### src/rtl/inst_mem_loadable_if.sv
// inst_mem_loadable_if
//   Bundle of the fetch port and the program-load stream port of the
//   loadable instruction memory.
//   Signal names are written from the memory's point of view:
//   - *_i signals are driven by the fetch stage or the loader.
//   - *_o signals are driven by the memory.
//
//   Fetch port:
//     fetch_en_i, address_i        -> fetch request
//     data_o, data_valid_o, busy_o <- fetched word / stall indication
//
//   Load port:
//     load_start_i, load_valid_i, load_last_i, load_data_i -> program stream
//     load_ready_o, load_done_o, load_count_o              <- stream status
//
//   Modports:
//     master : fetch stage / loader side
//     slave  : memory side
interface inst_mem_loadable_if #(
  parameter int DATA_W = 8,
  parameter int ADDR_W = 8
);
  logic              fetch_en_i;
  logic [ADDR_W-1:0] address_i;
  logic [DATA_W-1:0] data_o;
  logic              data_valid_o;
  logic              busy_o;
  logic              load_start_i;
  logic              load_valid_i;
  logic              load_last_i;
  logic [DATA_W-1:0] load_data_i;
  logic              load_ready_o;
  logic              load_done_o;
  logic [ADDR_W:0]   load_count_o;

  modport master (
    output fetch_en_i, address_i, load_start_i, load_valid_i, load_last_i, load_data_i,
    input  data_o, data_valid_o, busy_o, load_ready_o, load_done_o, load_count_o
  );

  modport slave (
    input  fetch_en_i, address_i, load_start_i, load_valid_i, load_last_i, load_data_i,
    output data_o, data_valid_o, busy_o, load_ready_o, load_done_o, load_count_o
  );
endinterface

### src/rtl/inst_mem_loadable.sv
// inst_mem_loadable
//   Run-time loadable instruction memory for the processor's fetch stage.
//
//   Operating sequence:
//   - After reset it writes FILL into every entry (CLEAR).
//   - It then serves registered fetches (RUN).
//   - On load_start_i it accepts a program as a valid/ready word stream,
//     written sequentially from address 0 (LOAD).
//
//   Ports:
//     clk_i   : clock, all state changes on the rising edge
//     reset_i : asynchronous active-high reset, forces CLEAR
//     bus     : inst_mem_loadable_if.slave
//               - fetch port: fetch_en_i, address_i, data_o, data_valid_o, busy_o
//               - load port:  load_start_i, load_valid_i, load_last_i,
//                             load_data_i, load_ready_o, load_done_o,
//                             load_count_o
module inst_mem_loadable #(
  parameter int DATA_W = 8,
  parameter int ADDR_W = 8,
  parameter int DEPTH  = 256,
  parameter logic [DATA_W-1:0] FILL = DATA_W'(8'hFF)
) (
  input  logic                 clk_i,
  input  logic                 reset_i,
  inst_mem_loadable_if.slave   bus
);

  typedef enum logic [1:0] {
    S_CLEAR = 2'd0,
    S_RUN   = 2'd1,
    S_LOAD  = 2'd2
  } state_t;

  localparam logic [ADDR_W-1:0] LAST_IDX  = ADDR_W'(DEPTH - 1);
  localparam logic [ADDR_W:0]   DEPTH_EXT = (ADDR_W + 1)'(DEPTH);

  // Not reset: CLEAR gives the array defined contents.
  logic [DATA_W-1:0] r_mem [0:DEPTH-1];

  state_t            r_state;
  logic [ADDR_W-1:0] r_ptr;
  logic [ADDR_W:0]   r_count;
  logic              r_done;
  logic [DATA_W-1:0] r_data;
  logic              r_valid;

  state_t            w_state_next;
  logic [ADDR_W-1:0] w_ptr_next;
  logic [ADDR_W:0]   w_count_next;
  logic              w_done_next;
  logic              w_we;
  logic [DATA_W-1:0] w_wdata;
  logic              w_fetch;
  logic              w_in_range;

  // Zero-extend so the range check also holds when DEPTH == 2**ADDR_W.
  assign w_in_range = ({1'b0, bus.address_i} < DEPTH_EXT);

  always_comb begin
    w_state_next = r_state;
    w_ptr_next   = r_ptr;
    w_count_next = r_count;
    w_done_next  = 1'b0;
    w_we         = 1'b0;
    w_wdata      = FILL;
    w_fetch      = 1'b0;
    unique case (r_state)
      S_CLEAR: begin
        w_we = 1'b1;
        if (r_ptr == LAST_IDX) begin
          w_state_next = S_RUN;
          w_ptr_next   = '0;
        end else begin
          w_ptr_next = r_ptr + 1'b1;
        end
      end
      S_RUN: begin
        // A fetch issued together with load_start_i is still serviced.
        w_fetch = bus.fetch_en_i;
        if (bus.load_start_i) begin
          w_state_next = S_LOAD;
          w_ptr_next   = '0;
          w_count_next = '0;
        end
      end
      S_LOAD: begin
        // load_ready_o is 1 throughout LOAD, so a beat is just load_valid_i.
        if (bus.load_valid_i) begin
          w_we         = 1'b1;
          w_wdata      = bus.load_data_i;
          w_ptr_next   = r_ptr + 1'b1;
          w_count_next = r_count + 1'b1;
          // The last-flag and the top-address conditions collapse into a
          // single finish.
          if (bus.load_last_i || (r_ptr == LAST_IDX)) begin
            w_state_next = S_RUN;
            w_done_next  = 1'b1;
          end
        end
      end
      default: begin
        w_state_next = S_CLEAR;
        w_ptr_next   = '0;
      end
    endcase
  end

  always_ff @(posedge clk_i or posedge reset_i) begin
    if (reset_i) begin
      r_state <= S_CLEAR;
      r_ptr   <= '0;
      r_count <= '0;
      r_done  <= 1'b0;
      r_data  <= FILL;
      r_valid <= 1'b0;
    end else begin
      r_state <= w_state_next;
      r_ptr   <= w_ptr_next;
      r_count <= w_count_next;
      r_done  <= w_done_next;
      r_valid <= w_fetch;
      if (w_fetch) begin
        r_data <= w_in_range ? r_mem[bus.address_i] : FILL;
      end
    end
  end

  // Writes land before any read in a later cycle.
  // A fetch in the first RUN cycle after LOAD therefore sees the new program.
  always_ff @(posedge clk_i) begin
    if (w_we) begin
      r_mem[r_ptr] <= w_wdata;
    end
  end

  assign bus.data_o       = r_data;
  assign bus.data_valid_o = r_valid;
  assign bus.busy_o       = (r_state != S_RUN);
  assign bus.load_ready_o = (r_state == S_LOAD);
  assign bus.load_done_o  = r_done;
  assign bus.load_count_o = r_count;

endmodule

### src/flat_wrapper.sv
// flat-port wrapper written by rule: the top's interface ports become plain ports
module inst_mem_loadable_flat 
#(
  parameter int DATA_W = 8,
  parameter int ADDR_W = 8,
  parameter int DEPTH  = 256,
  parameter logic [DATA_W-1:0] FILL = DATA_W'(8'hFF)
)
  (clk_i, reset_i, bus_fetch_en_i, bus_address_i, bus_load_start_i, bus_load_valid_i, bus_load_last_i, bus_load_data_i, bus_data_o, bus_data_valid_o, bus_busy_o, bus_load_ready_o, bus_load_done_o, bus_load_count_o);
  inst_mem_loadable_if #(.DATA_W(DATA_W), .ADDR_W(ADDR_W)) bus_i ();
  input  logic clk_i;
  input  logic reset_i;
  input wire logic [$bits(bus_i.fetch_en_i)-1:0] bus_fetch_en_i;
  input wire logic [$bits(bus_i.address_i)-1:0] bus_address_i;
  input wire logic [$bits(bus_i.load_start_i)-1:0] bus_load_start_i;
  input wire logic [$bits(bus_i.load_valid_i)-1:0] bus_load_valid_i;
  input wire logic [$bits(bus_i.load_last_i)-1:0] bus_load_last_i;
  input wire logic [$bits(bus_i.load_data_i)-1:0] bus_load_data_i;
  output wire logic [$bits(bus_i.data_o)-1:0] bus_data_o;
  output wire logic [$bits(bus_i.data_valid_o)-1:0] bus_data_valid_o;
  output wire logic [$bits(bus_i.busy_o)-1:0] bus_busy_o;
  output wire logic [$bits(bus_i.load_ready_o)-1:0] bus_load_ready_o;
  output wire logic [$bits(bus_i.load_done_o)-1:0] bus_load_done_o;
  output wire logic [$bits(bus_i.load_count_o)-1:0] bus_load_count_o;
  assign bus_i.fetch_en_i = bus_fetch_en_i;
  assign bus_i.address_i = bus_address_i;
  assign bus_i.load_start_i = bus_load_start_i;
  assign bus_i.load_valid_i = bus_load_valid_i;
  assign bus_i.load_last_i = bus_load_last_i;
  assign bus_i.load_data_i = bus_load_data_i;
  assign bus_data_o = bus_i.data_o;
  assign bus_data_valid_o = bus_i.data_valid_o;
  assign bus_busy_o = bus_i.busy_o;
  assign bus_load_ready_o = bus_i.load_ready_o;
  assign bus_load_done_o = bus_i.load_done_o;
  assign bus_load_count_o = bus_i.load_count_o;
  inst_mem_loadable #(.DATA_W(DATA_W), .ADDR_W(ADDR_W), .DEPTH(DEPTH), .FILL(FILL)) u_core (.clk_i(clk_i), .reset_i(reset_i), .bus(bus_i));
endmodule
### config.mk
export PLATFORM = sky130hd
export DESIGN_NAME = inst_mem_loadable_flat
export DESIGN_NICKNAME = d
export VERILOG_FILES = /design/src/rtl/inst_mem_loadable_if.sv /design/src/rtl/inst_mem_loadable.sv /design/src/flat_wrapper.sv
export SDC_FILE = /design/constraint.sdc
export NUM_CORES = 2
export LEC_CHECK = 0
export CAP_MARGIN = 20
export CORE_ASPECT_RATIO = 0.5
export CORE_UTILIZATION = 40
export DETAILED_ROUTE_END_ITERATION = 10
export PLACE_DENSITY = 0.62
export SLEW_MARGIN = 5
export SYNTH_ARGS = -nofsm -noshare
export SYNTH_HDL_FRONTEND = slang
export SYNTH_SLANG_ARGS = --single-unit
### constraint.sdc
create_clock -name clk_i -period 8.5 [get_ports clk_i]
set_input_delay 1.7 -clock clk_i [delete_from_list [all_inputs] [get_ports clk_i]]
set_output_delay 1.7 -clock clk_i [all_outputs]
set_load 0.005 [all_outputs]
Yosys cells after proc, flatten, opt, wreduce, memory -nomap -nowiden
Memories as Yosys holds them, arrays and structs flattened. A register that Yosys moved wholly into a read port is not among the register bits.
Cells that the tools add are included.
{"block": "totals", "ff_bits": 21, "out_inout_bits": 21, "n_memories": 1, "input_bits": 22, "ram_bits": 2048, "elab_cells": 44}
{"block": "classes", "n_addsub": 2, "n_mux": 22, "reduce_logical": 6, "n_eq_ne": 8}
{"memory": "u_core.r_mem", "depth": 256, "word_bits": 8, "read_ports": 1, "rd_ports_with_merged_regs": 1, "write_ports": 1, "line": "inst_mem_loadable.sv:39", "source": "logic [DATA_W-1:0] r_mem [0:DEPTH-1];"}
{"operator": "$mux W8", "count": 5}
{"operator": "$pmux W8 S3", "count": 1}
{"operator": "$mux W9", "count": 2}
{"operator": "$pmux W9 S2", "count": 1}
{"operator": "$add A9 B1 Y9 const B", "count": 1}
{"operator": "$add A8 B1 Y8 const B", "count": 1}
{"operator": "$eq A8 B8 Y1 const B", "count": 1}
{"operator": "$mux W2", "count": 4}
{"operator": "$mux W1", "count": 7}
{"operator": "$ne A2 B1 Y1 const B", "count": 3}
{"operator": "$pmux W2 S3", "count": 1}
{"operator": "$ne A2 B2 Y1 const B", "count": 2}
{"operator": "$reduce_and A4 Y1", "count": 1}
{"operator": "$reduce_and A3 Y1", "count": 1}
{"operator": "$eq A2 B1 Y1 const B", "count": 1}
{"operator": "$eq A2 B2 Y1 const B", "count": 1}
{"operator": "$logic_not A2 Y1", "count": 1}
{"operator": "$pmux W1 S2", "count": 1}
{"operator": "$reduce_and A2 Y1", "count": 1}
{"operator": "$reduce_bool A2 Y1", "count": 1}
{"operator": "$logic_or A1 B1 Y1", "count": 1}

Longest topological paths before layout
{"block": "depth", "depth_word": 5, "depth_mapped": 12, "depth_no_buf": 8}

Least setup slack after synthesis
No wires, ideal clock.
{"block": "synth_path", "kind": "input to register", "from": "in bus_load_valid_i", "to": "mem u_core.r_mem[0][0], data pin", "t_arrival_ns": 4.933, "required_time_ns": 7.670, "cell_stages": 2, "setup_time_ns": 0.830, "n_path_buf": 0, "slack_ns": 2.737, "path_cell_list": "inv_1 -> or3_1"}
{"block": "synth_via", "elab_chain_cells": 2}
{"item": "start, declared", "line": "flat_wrapper.sv:16", "source": "input wire logic [$bits(bus_i.load_valid_i)-1:0] bus_load_valid_i;"}
{"item": "$mux W8", "line": "inst_mem_loadable.sv:89", "source": "if (bus.load_valid_i) begin"}
{"item": "$mux W8", "line": "inst_mem_loadable.sv:68", "source": "unique case (r_state)"}
{"item": "net u_core.w_wdata[0]", "line": "inst_mem_loadable.sv:53", "source": "logic [DATA_W-1:0] w_wdata;"}
{"item": "end, declared", "line": "inst_mem_loadable.sv:39"}
The timed path passes the listed nets, and every way through them passes these cells.

==> metrics.csv <==
metric,value,unit
synth-seq-cells,2077,
synth-edff-count,2048,
critPathArrivalTime,5.75,ns
setup.worst_path.end_class,flop,
internal-power,0.01655,W
post_cts_buffers,0,
post_drt_via_cell_ratio,5.877,
clkSinkCount,2077,
r2r_slack,4.42,ns
netSwitchingPower,0.005203,W
synth_top_area_share,75.38,%
tightestPinTransition,1.243,ns
grt_pass1_wl,302000,microns
clock_skew,0.04107,ns
drv_slew,0,
place_congestion,0.8950,
synth_top_flop_cell,edfxtp_1,
row_count,116,
syn-num-nets,4171,
yosysSeqAreaShare,76.28,%
die_x,640.7,microns
finish.utilization,44.95,%
ys_types,73,
n_fill_cell,16870,
yosys_warnings,0,
critPathBufInv,3,
critical_path.max_stage_delay,0.64,ns
place_hpwl,130500,microns
slowest_stage,buf_4,
hold_violations,0,
rsz0062_at_grt,no,
insertion_delay,0.83,ns
grt_pass1_vias,41250,
grt_start_max_net_pins,213,
drc,0,
routedWlPerCell,29.81,microns
setup_viol,0,
slew_headroom,16.94,%
ctsResizeCount,0,
die_y,321.3,microns
stdcell_area,0.09049,sq mm
crit_type,input port to flop,
swShare,23.92,%
synthCells,4144,
setup.worst_path.start_class,input port,
grt_overflow,0,
min_path_type,flop to flop,
status,"complete, no violations",
cts_tree,done,
clk_pin_slew,0.07,ns
path_max_fanout,73,
numCtsBuffers,183,
drive_gt1_share,15.89,%
p_clk_share,38.2,%
timing.critical_path.mode_cell,buf_4,
post_dp_cell_area,0.08454,sq mm
fin_tns_setup,0,ns
timing.fmax,0.2002,GHz
core-area,0.2013,sq mm
cp_top_family,buffers and inverters,
drt-total-wl,211400,microns
p_leak,27.82,nW
grtUsageTotal,20.36,%
initialDrtViolationCount,5269,
avgSynthCellArea,19.69,sq um
root_buffer,clkbuf_16,
power_density,240.4,mW/mm^2
numPortBuffers,42,
postCtsHoldBufs,0,
max-clock-path-buffers,3,
antenna_found_initial,8,
post-route-min-period,4.995,ns
seqPwrFrac,53.5,%
cts_htree_levels,4,
min_period_over_period,58.77,%
ys_top_cells_by_area,"edfxtp_1, mux4_2, mux2i_1",
cap_viol_max_count,0,
start_util,40.53,%
path_cells,buf_8 -> buf_4 -> nand2b_2 -> buf_4 -> o221ai_1 -> a21oi_1 -> nor2_1 -> o2111ai_1 -> nor3_1 -> a211o_1,
synth_top_cell_by_area,edfxtp_1,
firstDrtPassIters,6,
vias,41660,
dieArea,0.2059,sq mm
area_growth_syn_to_layout,10.92,%
ios,43,
cp.required,9.26,ns
combPwrFrac,8.3,%
ir_drop,0.2131,mV
synth_area,0.08158,sq mm
num_antenna_cells,0,
final_nets,4244,
async_flop_share,1.396,%
antenna_left,0,
## area by class of cell
class / count / area, sq um / area share (%)
flip-flops and latches: 2077 / 62230 / 68.77
multi-input cells: 1806 / 17570 / 19.42
clock buffers: 245 / 4938 / 5.457
well taps: 2714 / 3396 / 3.753
repair buffers: 137 / 1333 / 1.473
clock inverters: 98 / 972.2 / 1.074
inverters: 12 / 46.29 / 0.05116
## power by group through the flow
stage	combinational, W	sequential (W)	clock, W
finish	0.00181	0.0116	0.00830
global route	0.00188	0.0116	0.00878
CTS	0.00179	0.0116	0.00840
detailed placement	0.00179	0.0119	0
global placement	0.00176	0.0118	0
floorplan	0.00102	0.0118	0
## cells in the final DEF, fill, tap and decap left out, types with 33 or more instances in the layout
cell type,count
edfxtp_1,2048
mux2i_1,395
mux4_2,309
nor2_1,307
clkbuf_16,188
o22ai_1,104
nand2_1,96
buf_4,80
a21oi_1,76
o221ai_1,72
o21ai_0,69
clkbuf_1,55
a22oi_1,45
clkinv_1,45
nand3_1,43
clkdlybuf4s50_1,38
a211oi_1,33
## state kept, by name (all words and copies together), names as in the netlist
name                     flops
u_core.bus.data_valid_o      1
u_core.r_state               2
u_core.bus.load_done_o       1
u_core.r_mem              2048
u_core.bus.load_count_o      9
u_core.bus.data_o            8
u_core.r_ptr                 8
## Yosys cell counts, drive strengths merged, types with 8 or more instances
cell,n
a2111oi,12
a211o,16
a211oi,33
a21oi,76
a221oi,29
a22oi,45
a31oi,16
buf,164
clkbuf,85
dfrtp,21
dfstp,8
edfxtp,2048
inv,11
mux2i,395
mux4,326
nand2,97
nand2b,20
nand3,46
nand4,10
nor2,309
nor2b,13
nor3,28
o21ai,73
o221ai,74
o22ai,104
or3,10
## routing by layer
layer,routed length [microns],GRT usage [%],vias to the layer above
li1,-,-,17240
met1,88540,28.69,22010
met2,98920,32.27,2050
met3,17520,3.715,360
met4,6337,6.382,6
met5,47,0,-
## cells by family (layout without fill, tap and decap cells)
logic type	count (synthesis)	count (layout)	synth area share (%)
xor+xnor	7	7	0.07515
compound gates	507	507	4.316
simple gates	563	563	3.000
mux	724	724	13.97
flops	2077	2077	76.28
fa+ha+maj	5	5	0.07668
buf+inv	261	492	2.282
## worst paths after layout
| kind | startpoint | endpoint | cells past startpoint |
|---|---|---|---|
| max | bus_address_i[1] | u_core.bus.data_o[7] | 10 |
| min | u_core.bus.data_o[6] | u_core.bus.data_o[6] | 2 |
| max reg2reg | u_core.r_state[0] | u_core.r_mem[148][4] | 8 |
| min reg2reg | u_core.bus.data_o[6] | u_core.bus.data_o[6] | 2 |
| max in group asynchronous | reset_i | u_core.r_state[1] | 2 |
| min in group asynchronous | reset_i | u_core.bus.load_count_o[5] | 2 |
## through the flow
step	total power (W)	hold slack [ns]	cells	setup WS [ns]
2_1_floorplan	0.01282	0.4630	4144	2.737
3_3_place_gp	0.01361	0.5478	6742	2.709
3_5_place_dp	0.01365	0.5568	6743	2.631
4_1_cts	0.02183	0.5728	7086	3.511
5_1_grt	0.02231	0.5723	7089	3.503
6_report	0.02175	0.5689	7089	3.505
## worst register-to-register path: stages, from the launching register on
cell and delay, ns:
dfrtp_1 0.61, nand2b_1 0.43, o22ai_1 0.22, buf_4 0.22
nor2_1 0.28, buf_4 0.29, nand3_1 0.58, buf_4 0.46
nor2_1 0.62
(Power assumes the default switching activity.)
